===== src/rtl/kypd_pkg.sv =====
// kypd_pkg -- definitions shared by the keypad event logic and the game logic.
//   KEY_W          : width of a decoded key code
//   kypd_state_e   : debounce FSM states
//   KEY_* codes    : digit keys 0-9 and operator keys A-F
//   is_digit()     : true for the numeric keys
package kypd_pkg;

  localparam int KEY_W = 4;

  typedef enum logic [1:0] {
    IDLE         = 2'd0,
    PRESS_WAIT   = 2'd1,
    HELD         = 2'd2,
    RELEASE_WAIT = 2'd3
  } kypd_state_e;

  localparam logic [KEY_W-1:0] KEY_0   = 4'h0;
  localparam logic [KEY_W-1:0] KEY_1   = 4'h1;
  localparam logic [KEY_W-1:0] KEY_2   = 4'h2;
  localparam logic [KEY_W-1:0] KEY_3   = 4'h3;
  localparam logic [KEY_W-1:0] KEY_4   = 4'h4;
  localparam logic [KEY_W-1:0] KEY_5   = 4'h5;
  localparam logic [KEY_W-1:0] KEY_6   = 4'h6;
  localparam logic [KEY_W-1:0] KEY_7   = 4'h7;
  localparam logic [KEY_W-1:0] KEY_8   = 4'h8;
  localparam logic [KEY_W-1:0] KEY_9   = 4'h9;
  localparam logic [KEY_W-1:0] KEY_ADD = 4'hA;
  localparam logic [KEY_W-1:0] KEY_SUB = 4'hB;
  localparam logic [KEY_W-1:0] KEY_MUL = 4'hC;
  localparam logic [KEY_W-1:0] KEY_DIV = 4'hD;
  localparam logic [KEY_W-1:0] KEY_EQ  = 4'hE;
  localparam logic [KEY_W-1:0] KEY_CLR = 4'hF;

  function automatic logic is_digit(input logic [KEY_W-1:0] k);
    return (k <= KEY_9);
  endfunction

endpackage


===== src/rtl/key_fifo.sv =====
// key_fifo -- small synchronous FIFO for debounced key events.
//   clk, rst     : clock, synchronous active-high reset
//   push_i       : request to enqueue push_data_i
//   push_data_i  : key code to enqueue
//   pop_i        : request to dequeue the head (ignored while empty)
//   head_o       : oldest entry (0 after reset)
//   empty_o      : no entries queued
//   full_o       : DEPTH entries queued
//   ovf_set_o    : one-cycle pulse when a push is dropped because the queue is full
module key_fifo
  import kypd_pkg::*;
#(
  parameter int DEPTH = 4,
  parameter int WIDTH = KEY_W
) (
  input  logic             clk,
  input  logic             rst,
  input  logic             push_i,
  input  logic [WIDTH-1:0] push_data_i,
  input  logic             pop_i,
  output logic [WIDTH-1:0] head_o,
  output logic             empty_o,
  output logic             full_o,
  output logic             ovf_set_o
);

  localparam int AW = $clog2(DEPTH);

  // Pointers carry one extra MSB so full and empty are distinguishable.
  logic [AW:0]      wr_ptr_q, rd_ptr_q;
  logic [WIDTH-1:0] mem_q [DEPTH];
  logic             pop_en, push_en;

  assign empty_o = (wr_ptr_q == rd_ptr_q);
  assign full_o  = (wr_ptr_q[AW] != rd_ptr_q[AW]) &&
                   (wr_ptr_q[AW-1:0] == rd_ptr_q[AW-1:0]);

  assign pop_en    = pop_i && !empty_o;
  // When full, a simultaneous pop frees the slot the push lands in.
  assign push_en   = push_i && (!full_o || pop_en);
  assign ovf_set_o = push_i && full_o && !pop_en;

  assign head_o = mem_q[rd_ptr_q[AW-1:0]];

  always_ff @(posedge clk) begin
    if (rst) begin
      wr_ptr_q <= '0;
      rd_ptr_q <= '0;
    end else begin
      if (push_en) wr_ptr_q <= wr_ptr_q + (AW+1)'(1);
      if (pop_en)  rd_ptr_q <= rd_ptr_q + (AW+1)'(1);
    end
  end

  // Storage entries are cleared on reset so head_o reads 0 when empty.
  genvar gi;
  generate
    for (gi = 0; gi < DEPTH; gi++) begin : g_entry
      always_ff @(posedge clk) begin
        if (rst) begin
          mem_q[gi] <= '0;
        end else if (push_en && (wr_ptr_q[AW-1:0] == AW'(gi))) begin
          mem_q[gi] <= push_data_i;
        end
      end
    end
  endgenerate

endmodule


===== src/rtl/kypd_key_event.sv =====
// kypd_key_event -- debounces keypad presses into single key events and
// queues them for a consumer.
//   clk, rst   : clock, synchronous active-high reset
//   key_code   : decoded key value from the keypad decoder
//   key_down   : raw (bouncy) "some key pressed" indication
//   key_out    : oldest queued key code
//   key_valid  : queue non-empty
//   key_ack    : consumer pops the head when key_valid && key_ack
//   overflow   : sticky, a debounced press was dropped on a full queue
module kypd_key_event
  import kypd_pkg::*;
#(
  parameter int DEBOUNCE_CYCLES = 1000000,
  parameter int FIFO_DEPTH      = 4
) (
  input  logic             clk,
  input  logic             rst,
  input  logic [KEY_W-1:0] key_code,
  input  logic             key_down,
  output logic [KEY_W-1:0] key_out,
  output logic             key_valid,
  input  logic             key_ack,
  output logic             overflow
);

  localparam int              CNT_W   = $clog2(DEBOUNCE_CYCLES);
  localparam logic [CNT_W-1:0] CNT_MAX = CNT_W'(DEBOUNCE_CYCLES - 1);

  kypd_state_e      state_q;
  logic [CNT_W-1:0] cnt_q;
  logic [KEY_W-1:0] cap_q;
  logic             overflow_q, overflow_d;

  logic             push_evt;
  logic             fifo_empty, fifo_full, fifo_ovf_set;

  // The event is pushed in the same cycle the last stable sample is seen,
  // so it is decoded from current state rather than registered.
  assign push_evt = (state_q == PRESS_WAIT) && key_down &&
                    (key_code == cap_q) && (cnt_q == CNT_MAX);

  always_ff @(posedge clk) begin
    if (rst) begin
      state_q <= IDLE;
      cnt_q   <= '0;
      cap_q   <= '0;
    end else begin
      case (state_q)
        IDLE: begin
          if (key_down) begin
            state_q <= PRESS_WAIT;
            cap_q   <= key_code;
            cnt_q   <= '0;
          end
        end
        PRESS_WAIT: begin
          if (!key_down) begin
            state_q <= IDLE;
          end else if (key_code != cap_q) begin
            // Decoder settled on a different key: restart with the new code.
            cap_q <= key_code;
            cnt_q <= '0;
          end else if (cnt_q == CNT_MAX) begin
            state_q <= HELD;
          end else begin
            cnt_q <= cnt_q + CNT_W'(1);
          end
        end
        HELD: begin
          // Code changes while held are ignored: one event per press.
          if (!key_down) begin
            state_q <= RELEASE_WAIT;
            cnt_q   <= '0;
          end
        end
        RELEASE_WAIT: begin
          if (key_down) begin
            state_q <= HELD;
          end else if (cnt_q == CNT_MAX) begin
            state_q <= IDLE;
          end else begin
            cnt_q <= cnt_q + CNT_W'(1);
          end
        end
        default: state_q <= IDLE;
      endcase
    end
  end

  key_fifo #(
    .DEPTH (FIFO_DEPTH),
    .WIDTH (KEY_W)
  ) u_fifo (
    .clk         (clk),
    .rst         (rst),
    .push_i      (push_evt),
    .push_data_i (cap_q),
    .pop_i       (key_ack),
    .head_o      (key_out),
    .empty_o     (fifo_empty),
    .full_o      (fifo_full),
    .ovf_set_o   (fifo_ovf_set)
  );

  assign key_valid = !fifo_empty;

  // A drop can only happen against a full queue; qualifying with full keeps
  // the flag immune to any glitch on the pulse outside that condition.
  assign overflow_d = overflow_q | (fifo_ovf_set & fifo_full);

  always_ff @(posedge clk) begin
    if (rst) overflow_q <= 1'b0;
    else     overflow_q <= overflow_d;
  end

  assign overflow = overflow_q;

endmodule


===== config.mk =====
export PLATFORM = sky130hd
export DESIGN_NAME = kypd_key_event
export DESIGN_NICKNAME = d
export VERILOG_FILES = /design/src/rtl/kypd_pkg.sv /design/src/rtl/key_fifo.sv /design/src/rtl/kypd_key_event.sv
export SDC_FILE = /design/constraint.sdc
export NUM_CORES = 1
export LEC_CHECK = 0
export CAP_MARGIN = 20
export CELL_PAD_IN_SITES_DETAIL_PLACEMENT = 1
export CELL_PAD_IN_SITES_GLOBAL_PLACEMENT = 1
export CORE_AREA = 2 2 78 80
export CTS_CLUSTER_SIZE = 20
export DETAILED_ROUTE_END_ITERATION = 10
export DIE_AREA = 0 0 80 82
export HOLD_SLACK_MARGIN = 0.02
export PLACE_DENSITY = 0.82
export SLEW_MARGIN = 0
export SYNTH_ARGS = -nofsm -noshare
export SYNTH_HDL_FRONTEND = slang
export SYNTH_SLANG_ARGS = --single-unit

===== constraint.sdc =====
create_clock -name clk -period 2.65 [get_ports clk]
set_input_delay 0.3975 -clock clk [delete_from_list [all_inputs] [get_ports clk]]
set_output_delay 0.3975 -clock clk [all_outputs]
set_load 0.02 [all_outputs]

==> run_results.csv, run 1 <==
group,metric,value,unit
die,fp.dieArea,6560,um2
timing,finalWorstPathRequiredPeriod,2.319,ns
setup_path,timing.critical_path.max_delay_family,"multiplexers",
flow_run,max_cap_viol_count,0,
detailed_routing,first_iter_violations,48,
cells_and_area,total_area_of_multi_input_combinational_cells,1331,um2
global_routing,grt_first_pass_wirelength,9970,um
clock_tree,post-cts-setup-buffers,0,
synthesis,synthDistinctLibCells,50,
power_and_ir_drop,ir_drop,0.3260,mV
detailed_routing,post-route-drc-count,0,
synthesis,ys_async_sr_fraction,0,%
synthesis,synth_enable_flop_cells,16,
setup_path,critPathLaunchType,"flip-flop",
placement,post-place-cells,338,
setup_path,max_stage_delay,0.55,ns
min_path,timing.hold.worst.class,"reg2reg",
synthesis,post_synthesis_net_count,261,
power_and_ir_drop,leakage,1.046,nW
clock_tree,tritoncts_num_sinks,51,
setup_path,critPathSlowestCell,"sky130_fd_sc_hd__mux4_2",
timing,worst_pin_slew,0.5504,ns
timing,finalCritPeriodShare,87.52,%
placement,port-buffer-count,13,
die,core_rows,28,
timing,hold_viol,0,
run_status,status,"finished, final reports clean",
die,floorplan.initialDensity,44.97,%
synthesis,synth.ff_latch_count,51,
cells_and_area,filler_cell_count,654,
die,fp.coreArea,5746,um2
clock_tree,worst_skew_pair.late_latency,0.31,ns
synthesis,synthesis.area_per_instance,10.46,um2
global_routing,grt_total_usage,20.21,%
cells_and_area,flow.area_growth_from_synthesis,14.04,%
detailed_routing,wl_met3,132,um
setup_path,critPathKind,"reg2out",
detailed_routing,antenna_violating_nets_post_route,0,
setup_path,regToRegSetupSlack,0.54,ns
global_routing,grt_pass1_vias,2037,
synthesis,synthCells,247,
cells_and_area,layout-drive-gt1-share,14.39,%
setup_path,setup.worst_path.end_class,"primary output",
detailed_routing,first_pass_iters,4,
cells_and_area,layout_commonest_cell,"sky130_fd_sc_hd__dfxtp_1",
die,die_w,80,um
cells_and_area,layout_common_cells,"35 x sky130_fd_sc_hd__dfxtp_1, 31 x sky130_fd_sc_hd__nor2_1, 20 x sky130_fd_sc_hd__nand2_1",
timing,report.final.slew_viol_count,0,
detailed_routing,postRouteWirelength,5972,um
setup_path,timing.critical_path.cells,"mux4_2, clkdlybuf4s50_1",
detailed_routing,topRoutingLayerUsed,"met4",
setup_path,worst-endpoint-arrival,1.92,ns
die,die_h,82,um
cells_and_area,stdcell_count,346,
setup_path,critical_path.max_fanout,4,
setup_path,timing.critical_path.buf_inv,1,
clock_tree,clk_pin_slew,0.10,ns
placement,place.detailed.hpwl,4497,um
detailed_routing,wl_met2,3341,um
detailed_routing,detail_route.vias_per_cell,5.578,
synthesis,synth_top_flop_cell,"sky130_fd_sc_hd__dfxtp_1",
timing,final.setup_skew,0.003911,ns
power_and_ir_drop,power_per_cell_area,502.2,nW/um2
die,num_io_pins,14,
synthesis,sequential_share_of_the_synthesized_area,45.71,%
timing,grt_setup_unrepaired,"false",
timing,worst_slew_margin_rel,62.36,%
clock_tree,cts_root_buf,"sky130_fd_sc_hd__clkbuf_8",
clock_tree,max-clock-path-buffers,2,
synthesis,synth_warnings,0,
detailed_routing,detail_route.wl_per_cell,17.26,um
cells_and_area,sequential_cell_area,1181,um2
timing,final-setup-viol-count,0,
placement,last_weighted_congestion_value_of_the_routability_driven_placer,0.7933,
timing,max_clock_freq,431.2,MHz
cells_and_area,diodes,0,
setup_path,crit_required,2.25,ns
clock_tree,cts-resized-gates,0,
clock_tree,tritoncts,"done",
global_routing,largest_net_degree_at_the_start_of_global_routing,18,
detailed_routing,detail_route.wirelength.met1,2420,um
timing,timing.setup.tns,0,ns
cells_and_area,nNetsFinal,284,
clock_tree,clock_buffers_created_by_tritoncts,5,
global_routing,grt-ovfl-total,0,
clock_tree,ctsHoldBuffers,0,
global_routing,antenna_violations_before_repair,0,
clock_tree,htreeDepth,2,
detailed_routing,dr_total_vias,1930,
synthesis,synthesis.area,2584,um2
## Yosys cell counts (5+ instances only)
cell type | n | area (um2)
sky130_fd_sc_hd__dfxtp_1 | 35 | 700.7
sky130_fd_sc_hd__xnor2_1 | 16 | 140.1
sky130_fd_sc_hd__and3_1 | 11 | 68.82
sky130_fd_sc_hd__inv_1 | 7 | 26.28
sky130_fd_sc_hd__edfxtp_1 | 16 | 480.5
sky130_fd_sc_hd__nand3_1 | 9 | 45.04
sky130_fd_sc_hd__nor2_1 | 31 | 116.4
sky130_fd_sc_hd__nand2_1 | 20 | 75.07
sky130_fd_sc_hd__and3_2 | 6 | 45.04
sky130_fd_sc_hd__a21oi_1 | 5 | 25.02
sky130_fd_sc_hd__xor2_1 | 9 | 78.83
sky130_fd_sc_hd__nand4_1 | 6 | 37.54
sky130_fd_sc_hd__ha_1 | 6 | 75.07
sky130_fd_sc_hd__mux2i_1 | 6 | 60.06
## registers in the layout, indices dropped and copies added, names as in the netlist, named ones only
register,flops
overflow,1
cap_q,4
u_fifo.rd_ptr_q,3
cnt_q,20
u_fifo.mem_q,16
state_q,1
u_fifo.wr_ptr_q,3
## area by class of cell
class	count	area share, %
Clock buffer	5	2.335
Clock inverter	3	1.614
Inverter	7	0.8917
Multi-Input combinational cell	183	45.18
Sequential cell	51	40.08
Tap cell	75	3.185
Timing Repair Buffer	22	6.709
## stage by stage
step | power (mW) | hold WS (ns) | util, % | setup slack (ns) | instance area, um2
after floorplan | 0.9001 | 0.4432 | - | 0.7140 | 2584
after global placement | 0.9355 | 0.4659 | 49.26 | 0.3252 | 2830
after detailed placement | 0.9409 | 0.4769 | 49.26 | 0.2273 | 2830
after CTS | 1.491 | 0.4945 | 51.28 | 0.2946 | 2947
after global routing | 1.536 | 0.5307 | 51.28 | 0.2273 | 2947
final | 1.480 | 0.4931 | 51.28 | 0.3307 | 2947
## path summary, 6_finish.rpt
check	startpoint	to	cells past startpoint
worst max-delay path	flip-flop	key_out[1]	2
worst min-delay path	cnt_q[17]$_SDFFE_PP0P_	cnt_q[17]$_SDFFE_PP0P_	1
worst max register to register	cnt_q[6]$_SDFFE_PP0P_	u_fifo.mem_q[1][0]$_SDFFCE_PN0P_	5
worst min register to register	cnt_q[17]$_SDFFE_PP0P_	cnt_q[17]$_SDFFE_PP0P_	1
## power breakdown
part | total (mW) | leakage [nW] | internal [mW] | switching (mW)
logic | 0.0879 | 0.553 | 0.0395 | 0.0483
registers | 0.834 | 0.435 | 0.821 | 0.0134
clock network | 0.557 | 0.0587 | 0.286 | 0.271
## worst reg2reg max path, stage by stage (launching register included)
cell and delay [ns]:
sky130_fd_sc_hd__dfxtp_1 0.40, sky130_fd_sc_hd__nor4b_4 0.38, sky130_fd_sc_hd__nand4_4 0.22, sky130_fd_sc_hd__nor4_4 0.47, sky130_fd_sc_hd__and2_4 0.29, sky130_fd_sc_hd__and3_1 0.21
## layer usage
metal | global-route usage [%] | vias to the layer above
met5 | 0 | -
met4 | 6.271 | 0
met3 | 3.297 | 9
met2 | 40.58 | 33
met1 | 21.30 | 944
li1 | - | 944
## kinds of logic after synthesis
kind of cell	count (synthesis)	synth area share, %
AND/OR/NAND/NOR	111	25.67
flip-flops	51	45.71
AO/OA/AOI/OAI	30	8.233
XOR/XNOR	25	8.475
buffers and inverters	13	2.760
multiplexers	11	6.247
adder cells (fa/ha/maj)	6	2.905
No activity file was read; power rests on OpenSTA's default activity.
==> run 2, diff against run 1 <==
Settings changed: CORE_AREA 2 2 78 80 to 2 2 82 76, DIE_AREA 0 0 80 82 to 0 0 84 78, HOLD_SLACK_MARGIN 0.02 to not set, SETUP_SLACK_MARGIN set to 0.2.
==> run_results.csv, run 2 (same netlist as run 1, synthesis figures left out) <==
group,metric,value,unit
placement,port-buffer-count,13,
timing,finalWorstPathRequiredPeriod,2.288,ns
clock_tree,clock_buffers_created_by_tritoncts,5,
detailed_routing,antenna_violating_nets_post_route,0,
power_and_ir_drop,power_per_cell_area,531.1,nW/um2
power_and_ir_drop,ir_drop,0.2199,mV
detailed_routing,postRouteWirelength,5948,um
clock_tree,clk_pin_slew,0.10,ns
detailed_routing,first_pass_iters,4,
setup_path,setup.worst_path.end_class,"primary output",
cells_and_area,flow.area_growth_from_synthesis,14.29,%
clock_tree,tritoncts_num_sinks,51,
global_routing,grt-ovfl-total,0,
power_and_ir_drop,p_sw,0.3312,mW
cells_and_area,largest_reg_flops,20,
detailed_routing,first_iter_violations,142,
clock_tree,post-cts-setup-buffers,0,
clock_tree,tritoncts,"done",
timing,final.setup_skew,0.007857,ns
global_routing,grt_first_pass_wirelength,10210,um
clock_tree,max-clock-path-buffers,2,
timing,final-setup-viol-count,0,
cells_and_area,filler_cell_count,621,
power_and_ir_drop,total_power,1.568,mW
clock_tree,ctsHoldBuffers,0,
clock_tree,htreeDepth,2,
timing,worst_pin_slew,0.6849,ns
min_path,timing.hold.worst.class,"reg2reg",
timing,finalCritPeriodShare,86.34,%
cells_and_area,diodes,0,
clock_tree,worst_skew_pair.late_latency,0.31,ns
min_path,worst_hold_path.endpoint,"cnt_q[16]$_SDFFE_PP0P_",
power_and_ir_drop,share_clk_of_total_power,41.1,%
cells_and_area,layout_commonest_cell,"sky130_fd_sc_hd__dfxtp_1",
timing,grt_setup_unrepaired,"false",
global_routing,grt_total_usage,19.65,%
min_path,worst_hold_startpoint,"cnt_q[16]$_SDFFE_PP0P_",
cells_and_area,biggestRegsByFlops,"cnt_q: 20 flops, u_fifo.mem_q: 16 flops, cap_q: 4 flops",
setup_path,rr_endpoint,"u_fifo.mem_q[3][3]$_SDFFCE_PN0P_",
global_routing,antenna_violations_before_repair,0,
die,floorplan.initialDensity,45.91,%
min_path,hold_depth,1,
cells_and_area,nNetsFinal,283,
die,fp.coreArea,5628,um2
clock_tree,cts-resized-gates,0,
placement,last_weighted_congestion_value_of_the_routability_driven_placer,0.8204,
timing,worst_slew_margin_rel,53.85,%
timing,fin_hold_ws,0.4931,ns
flow_run,max_cap_viol_count,0,
die,die_w,84,um
setup_path,reg2regPathDepth,5,
global_routing,largest_net_degree_at_the_start_of_global_routing,17,
cells_and_area,utilization,52.47,%
detailed_routing,detail_route.vias_per_cell,5.724,
timing,timing.setup.tns,0,ns
timing,max_clock_freq,437.0,MHz
detailed_routing,dr_total_vias,1946,
cells_and_area,layout-drive-gt1-share,14.07,%
power_and_ir_drop,pwr-share-comb,5.7,%
power_and_ir_drop,internal_power,1.237,mW
cells_and_area,max_flop_register,"cnt_q",
setup_path,reg2reg_from,"cnt_q[6]$_SDFFE_PP0P_",
detailed_routing,detail_route.wl_per_cell,17.49,um
setup_path,critPathLaunchType,"flip-flop",
power_and_ir_drop,seq_power_share,53.2,%
die,fp.dieArea,6552,um2
timing,report.final.slew_viol_count,0,
die,num_io_pins,14,
cells_and_area,layout_common_cells,"35 x sky130_fd_sc_hd__dfxtp_1, 31 x sky130_fd_sc_hd__nor2_1, 20 x sky130_fd_sc_hd__nand2_1",
placement,place.detailed.hpwl,4465,um
power_and_ir_drop,leakage,1.046,nW
power_and_ir_drop,power_switching_share,21.12,%
setup_path,crit_required,2.25,ns
setup_path,critical_path.max_fanout,4,
setup_path,worst-endpoint-arrival,1.89,ns
global_routing,grt_pass1_vias,1991,
setup_path,critPathKind,"reg2out",
setup_path,regToRegSetupSlack,0.40,ns
die,core_rows,26,
die,die_h,78,um
detailed_routing,post-route-drc-count,0,
run_status,status,"finished, final reports clean",
clock_tree,cts_root_buf,"sky130_fd_sc_hd__clkbuf_8",
timing,hold_viol,0,
==> run 2: changes by cell type in the layout (fill, tap and decap cells not counted), sizes merged <==
cell      previous run  this run
clkinv               1         0
inv                  8         7
bufinv               1         2
buf                  9         8
clkinvlp             0         1
==> run 2: cell type report <==
| class | count | area, um2 | share of cell area (%) |
|---|---|---|---|
| clock buffer | 5 | 68.82 | 2.331 |
| tap | 70 | 87.58 | 2.966 |
| multi-input combinational | 183 | 1331 | 45.08 |
| sequential | 51 | 1181 | 40.00 |
| inverter | 7 | 26.28 | 0.8898 |
| clock inverter | 3 | 67.56 | 2.288 |
| timing repair buffer | 21 | 190.2 | 6.441 |
==> run 2: per-stage QoR <==
| step | setup slack [ns] | area (um2) | cells |
|---|---|---|---|
| after floorplan | 0.7140 | 2584 | 247 |
| after global placement | 0.2703 | 2816 | 332 |
| after detailed placement | 0.1392 | 2816 | 332 |
| after CTS | 0.3224 | 2953 | 340 |
| after global routing | 0.2148 | 2953 | 340 |
| final | 0.3619 | 2953 | 340 |
==> run 2: worst max-delay path by stage <==
stage / from / end / slack, ns / cells past startpoint
floorplan: cnt_q[6]$_SDFFE_PP0P_ / u_fifo.mem_q[0][2]$_SDFFCE_PN0P_ / 0.71 / 6
global placement: key_down / cnt_q[9]$_SDFFE_PP0P_ / 0.27 / 6
detailed placement: key_down / cnt_q[9]$_SDFFE_PP0P_ / 0.14 / 6
CTS: flip-flop / key_out[2] / 0.32 / 2
global route: cnt_q[6]$_SDFFE_PP0P_ / u_fifo.mem_q[3][3]$_SDFFCE_PN0P_ / 0.21 / 5
finish: flip-flop / key_out[3] / 0.36 / 2
==> run 2: power groups by stage <==
stage          clock network [mW]  logic, mW  registers, mW
2_1_floorplan                   0     0.0540          0.846
3_3_place_gp                    0     0.0873          0.851
3_5_place_dp                    0     0.0895          0.852
4_1_cts                     0.662     0.0904          0.834
5_1_grt                     0.688     0.0975          0.837
6_report                    0.644     0.0901          0.834
==> run 2: worst max-delay path, stage by stage (launching register included) <==
cell and delay [ns]:
sky130_fd_sc_hd__dfxtp_1 0.50, sky130_fd_sc_hd__mux4_2 0.54, sky130_fd_sc_hd__clkdlybuf4s50_1 0.55
==> run 2: per-layer routing <==
layer	vias to the layer above	part of all wire [%]	global-route usage, %
met5	-	0	0
li1	942	-	-
met3	7	3.0	3.511
met2	32	45	30.88
met4	0	1.1	5.323
met1	965	51	27.97
